File: config.mk
export PLATFORM = sky130hd
export DESIGN_NAME = branch_predictor
export DESIGN_NICKNAME = d
export VERILOG_FILES = /design/src/rtl/branch_predictor.sv
export SDC_FILE = /design/constraint.sdc
export NUM_CORES = 2
export LEC_CHECK = 0
export ABC_AREA = 1
export CAP_MARGIN = 30
export CORE_UTILIZATION = 35
export CTS_BUF_LIST = sky130_fd_sc_hd__clkbuf_8
export DETAILED_ROUTE_END_ITERATION = 6
export HOLD_SLACK_MARGIN = 0.02
export PLACE_DENSITY = 0.65
export SYNTH_ARGS = -nofsm -noshare
export SYNTH_HDL_FRONTEND = slang
export SYNTH_SLANG_ARGS = --single-unit
File: constraint.sdc
create_clock -name clk -period 4.47 [get_ports clk]
set_input_delay 0.447 -clock clk [delete_from_list [all_inputs] [get_ports clk]]
set_output_delay 0.447 -clock clk [all_outputs]
set_load 0.03 [all_outputs]
File: src/rtl/branch_predictor.sv
// rtl/branch_predictor.sv - bimodal BHT + direct-mapped BTB branch predictor with resolve/mispredict logic
module branch_predictor #(
    parameter int BHT_IDX_W = 6,
    parameter int BTB_IDX_W = 4
) (
    input  logic        clk,
    input  logic        rst,
    input  logic [31:0] if_pc,
    output logic        pred_taken,
    output logic [31:0] pred_target,
    input  logic        ex_valid,
    input  logic        ex_is_br,
    input  logic [31:0] ex_pc,
    input  logic        ex_br_en,
    input  logic [31:0] ex_target,
    input  logic        ex_pred_taken,
    input  logic [31:0] ex_pred_target,
    output logic        mispredict,
    output logic [31:0] redirect_pc,
    output logic [31:0] br_count,
    output logic [31:0] mispred_count
);

    localparam int BHT_N = 1 << BHT_IDX_W;
    localparam int BTB_N = 1 << BTB_IDX_W;
    localparam int TAG_W = 32 - BTB_IDX_W - 2;

    localparam logic [1:0] SNT = 2'b00;
    localparam logic [1:0] WNT = 2'b01;
    localparam logic [1:0] ST  = 2'b11;

    // Prediction state
    logic [1:0]       bht        [BHT_N];
    logic             btb_valid  [BTB_N];
    logic [TAG_W-1:0] btb_tag    [BTB_N];
    logic [31:0]      btb_target [BTB_N];

    // Fetch-side lookup
    logic [BHT_IDX_W-1:0] if_bht_idx;
    logic [BTB_IDX_W-1:0] if_btb_idx;
    logic [TAG_W-1:0]     if_tag;
    logic                 btb_hit;

    // Execute-side resolve
    logic [BHT_IDX_W-1:0] ex_bht_idx;
    logic [BTB_IDX_W-1:0] ex_btb_idx;
    logic [TAG_W-1:0]     ex_tag;
    logic                 resolve;

    assign if_bht_idx = if_pc[BHT_IDX_W+1:2];
    assign if_btb_idx = if_pc[BTB_IDX_W+1:2];
    assign if_tag     = if_pc[31:BTB_IDX_W+2];

    assign ex_bht_idx = ex_pc[BHT_IDX_W+1:2];
    assign ex_btb_idx = ex_pc[BTB_IDX_W+1:2];
    assign ex_tag     = ex_pc[31:BTB_IDX_W+2];

    assign resolve = ex_valid && ex_is_br;

    // Zero-latency prediction; reads see the arrays before this cycle's update.
    // rst forces not-taken so the arrays' pre-reset contents never leak out.
    always_comb begin
        btb_hit     = btb_valid[if_btb_idx] && (btb_tag[if_btb_idx] == if_tag);
        pred_taken  = !rst && btb_hit && bht[if_bht_idx][1];
        pred_target = pred_taken ? btb_target[if_btb_idx] : (if_pc + 32'd4);
    end

    // Mispredict detection and the corrected fetch address
    always_comb begin
        mispredict  = 1'b0;
        redirect_pc = ex_br_en ? ex_target : (ex_pc + 32'd4);
        if (resolve) begin
            if (ex_br_en != ex_pred_taken) begin
                mispredict = 1'b1;
            end else if (ex_br_en && (ex_pred_target != ex_target)) begin
                mispredict = 1'b1;
            end
        end
    end

    // BHT: reset to weakly-not-taken, then train the 2-bit counter on each resolve
    always_ff @(posedge clk) begin
        if (rst) begin
            for (int i = 0; i < BHT_N; i++) begin
                bht[i] <= WNT;
            end
        end else if (resolve) begin
            if (ex_br_en) begin
                if (bht[ex_bht_idx] != ST) begin
                    bht[ex_bht_idx] <= bht[ex_bht_idx] + 2'd1;
                end
            end else begin
                if (bht[ex_bht_idx] != SNT) begin
                    bht[ex_bht_idx] <= bht[ex_bht_idx] - 2'd1;
                end
            end
        end
    end

    // BTB valid bits: cleared on reset, set by any taken resolve
    always_ff @(posedge clk) begin
        if (rst) begin
            for (int i = 0; i < BTB_N; i++) begin
                btb_valid[i] <= 1'b0;
            end
        end else if (resolve && ex_br_en) begin
            btb_valid[ex_btb_idx] <= 1'b1;
        end
    end

    // BTB tag/target payload: overwritten by taken resolves, contents irrelevant while invalid
    always_ff @(posedge clk) begin
        if (!rst && resolve && ex_br_en) begin
            btb_tag[ex_btb_idx]    <= ex_tag;
            btb_target[ex_btb_idx] <= ex_target;
        end
    end

    // Saturating statistics counters
    always_ff @(posedge clk) begin
        if (rst) begin
            br_count      <= 32'd0;
            mispred_count <= 32'd0;
        end else begin
            if (resolve && (br_count != 32'hFFFF_FFFF)) begin
                br_count <= br_count + 32'd1;
            end
            if (mispredict && (mispred_count != 32'hFFFF_FFFF)) begin
                mispred_count <= mispred_count + 32'd1;
            end
        end
    end

endmodule

==> out/metrics.yaml <==
sta:
  slew_violations: 0
  setup_tns_ns: 0
  hold_viol: 0
  max_slew.worst_pin.slew_ns: 1.01
  period_needed_ns: 4.33
  grt_setup_unrepaired: "true"
  max_freq_mhz: 231
  clock_skew_ns: 0.0278
  slew_headroom_pct: 31.9
  finalCritPeriodShare_pct: 96.9
  setup_viol: 0
min_path:
  hold_class: "in -> reg"
pwr:
  p_switching_w: 0.00596
  p_int_w: 0.0165
  ir_drop_mv: 0.302
  finalPower_w: 0.0225
  clkPwrFrac_pct: 37.8
  netSwitchingFraction_pct: 26.5
  powerDensity_mw_per_mm2: 368
  power_frac_comb_pct: 10.2
  seqPwrFrac_pct: 52.0
  power.leakage_nw: 22.8
floorplan:
  die_x_um: 387
  num_rows: 141
  start_util_pct: 35.2
  die_h_um: 387
  dieArea_sq_mm: 0.150
  io_pins: 264
  core_area_sq_mm: 0.148
logic_synthesis:
  synth-main-ff-cell: "edfxtp_1"
  ys_types: 46
  yosysWarnings: 0
  ys_seq_area_share_pct: 64.1
  synth-edff-count: 1056
  async_reset_ff_share_pct: 0
  ys_ff_latch: 1136
  synth_area_sq_mm: 0.0520
  synthCells: 5267
  syn-num-nets: 5408
  syn_area_per_cell_sq_um: 9.87
cells_and_area:
  syn_to_final_growth_pct: 17.5
  nFillCells: 14100
  nNetsFinal: 5742
  final_util_pct: 41.4
  stdcell_count: 7679
  drive_above_1_share_pct: 9.84
placement:
  gp_congestion: 0.937
  io_buffers: 263
  dp_cells: 7342
  place_hpwl_um: 114000
global_routing:
  track_usage_pct: 23.6
  grt_pass1_vias: 38900
  grt_pass1_wl_um: 262000
  grt_start_max_net_pins: 116
  overflow: 0
  antenna_found_initial: 27
cts:
  cts_sinks: 1136
  clkLatencyLatePin_ns: 0.88
  cts_tree: "done"
  cts_buffer_depth: 3
  cts_buffers: 186
  post-cts-setup-buffers: 0
  ctsRootBufferMaster: "clkbuf_8"
  htree_levels: 4
  clk_pin_slew_ns: 0.06
setup_path:
  crit_fanout: 21
  path_cells: "clkdlybuf4s50_1 > clkinv_2 > nor2_4 > buf_6 > nand2_1 > nand2_1 > inv_1 > nand3_1 > nand2_1 > inv_1 > nand2_1 > nor2_1 > nand2_1 > nor2_4 > buf_4 > nand3_1 > nand2_1 > inv_1 > buf_4"
  endpoint_kind: "output port"
  cp.required_ns: 4.02
  cp_slowest_cell: "clkdlybuf4s50_1"
  path_delay_family: "buffers and inverters"
  worst_setup_path_start_kind: "input pin"
  slowest_delay_ns: 0.58
  worstPathArrival_ns: 3.89
  cp.buffers_inverters: 8
  crit_type: "in -> out"
  critPathMostFrequentCell: "nand2_1"
route:
  dr.pass1.iters: 6
  vias_per_cell: 5.35
  antenna_left: 0
  vias: 41100
  drc: 0
  finalWirelength_um: 180000
  wl_per_cell_um: 23.5
  drt_iter0_markers: 5202
run_status:
  outcome: "finished clean"
flow_run:
  drv_cap: 0
layer usage:
layer	share of wire (%)	vias up	global-route usage [%]	routed length [um]
met5	0.095	-	0	172
met3	12	276	6.69	21800
li1	-	18600	-	-
met1	42	19800	33.2	75600
met2	44	2320	35.3	78900
met4	2.1	28	6.77	3850
tightest hold or removal path: cells and delay by family:
family	cells	cell delay, ns
simple gates	3	0.36
buf+inv	1	0.19
kinds of logic after synthesis:
kind of cell | count (synthesis) | synth area share (%)
buffers and inverters | 691 | 5.59
and+or+nand+nor | 2670 | 21.5
DFF | 1136 | 64.1
AOI/OAI and AO/OA | 671 | 7.15
adders and majority gates | 7 | 0.168
xor gates and xnor gates | 92 | 1.55
final timing paths:
path         slack [ns]                         to  cells after the start                startpoint
max                0.14             pred_target[8]                     19                  if_pc[5]
min                0.24   bht[63][0]$_SDFFCE_PN1P_                      4                  ex_pc[2]
max reg2reg        1.45  br_count[22]$_SDFFE_PP0P_                     13  br_count[1]$_SDFFE_PP0P_
min reg2reg        0.46      btb_valid[14]$_DFF_P_                      2     btb_valid[14]$_DFF_P_
registers in the layout (all words and copies together), names as in the netlist:
| signal | count |
|---|---|
| br_count | 32 |
| btb_valid | 16 |
| btb_target | 512 |
| btb_tag | 416 |
| bht | 128 |
| mispred_count | 32 |
stage by stage:
stage | setup slack [ns] | hold WS [ns] | instance area (sq um)
floorplan | 0.0616 | 0.429 | 52000
global placement | -0.477 | 0.438 | 57600
detailed placement | -0.411 | 0.445 | 57600
CTS | 0.0358 | 0.196 | 61000
global route | -0.0138 | 0.213 | 61100
finish | 0.137 | 0.241 | 61100
cell usage in the layout (no fill, tap or decap), types with 16 or more instances in the layout:
master,count
clkbuf_8,189
buf_4,193
xnor2_1,16
o21ai_1,39
nor2_1,600
o22ai_1,85
clkinv_2,20
nand3_2,41
nand3_1,364
nor3_1,43
a21oi_1,88
clkinv_1,48
o21ai_0,381
nand4_1,94
dfxtp_1,80
inv_1,425
nor2_4,19
buf_12,49
xor2_1,75
clkdlybuf4s50_1,203
nand2_1,1462
edfxtp_1,1056
o221ai_1,42
what timing repair did:
item	in CTS	in global routing
endpoints found under the setup margin	33	29
hold buffers	1	0
gates resized for setup	3	5
endpoints found under the hold margin	3	0
layout make-up:
class	count	area (sq um)	area share [%]
sequential	1136	33300	54.5
multi-input combinational	3440	15900	26.1
timing repair buffer	452	4530	7.41
clock buffer	188	2590	4.24
tap	1930	2410	3.95
inverter	385	1480	2.42
clock inverter	141	806	1.32
antenna	7	17.5	0.0287
power groups by stage:
stage                     clock network [W]  logic [W]  registers [W]
after CTS                           0.00862    0.00225         0.0117
after global placement                    0    0.00222         0.0119
after detailed placement                  0    0.00224         0.0119
after floorplan                           0    0.00113         0.0119
final                               0.00850    0.00228         0.0117
after global routing                0.00907    0.00243         0.0117
synth_stat cells, types with 3 or more instances:
| master | number | area, sq um |
|---|---|---|
| inv_1 | 368 | 1380 |
| xor2_1 | 76 | 666 |
| clkinv_1 | 5 | 18.8 |
| edfxtp_1 | 1056 | 31700 |
| nor3b_1 | 6 | 45.0 |
| a22o_1 | 7 | 61.3 |
| xnor2_1 | 16 | 140 |
| a22oi_1 | 3 | 22.5 |
| clkbuf_1 | 152 | 571 |
| o21ai_0 | 381 | 1910 |
| nand2_1 | 1464 | 5500 |
| nor3_1 | 43 | 215 |
| nand4_1 | 94 | 588 |
| o211ai_1 | 9 | 67.6 |
| or2_2 | 5 | 31.3 |
| a21oi_1 | 88 | 440 |
| nor2_1 | 619 | 2320 |
| a31oi_1 | 9 | 56.3 |
| nand3_1 | 364 | 1820 |
| o22ai_1 | 85 | 532 |
| nor4_1 | 12 | 75.1 |
| nand3_2 | 41 | 410 |
| buf_4 | 21 | 158 |
| ha_1 | 7 | 87.6 |
| inv_2 | 12 | 45.0 |
| buf_8 | 3 | 45.0 |
| buf_1 | 22 | 82.6 |
| o221ai_1 | 42 | 368 |
| dfxtp_1 | 80 | 1600 |
| nor2_2 | 5 | 31.3 |
| buf_2 | 98 | 490 |
| nand3b_1 | 9 | 67.6 |
| buf_6 | 10 | 113 |
| o21ai_1 | 39 | 195 |
Note: power is estimated with default switching activity, not from simulation.
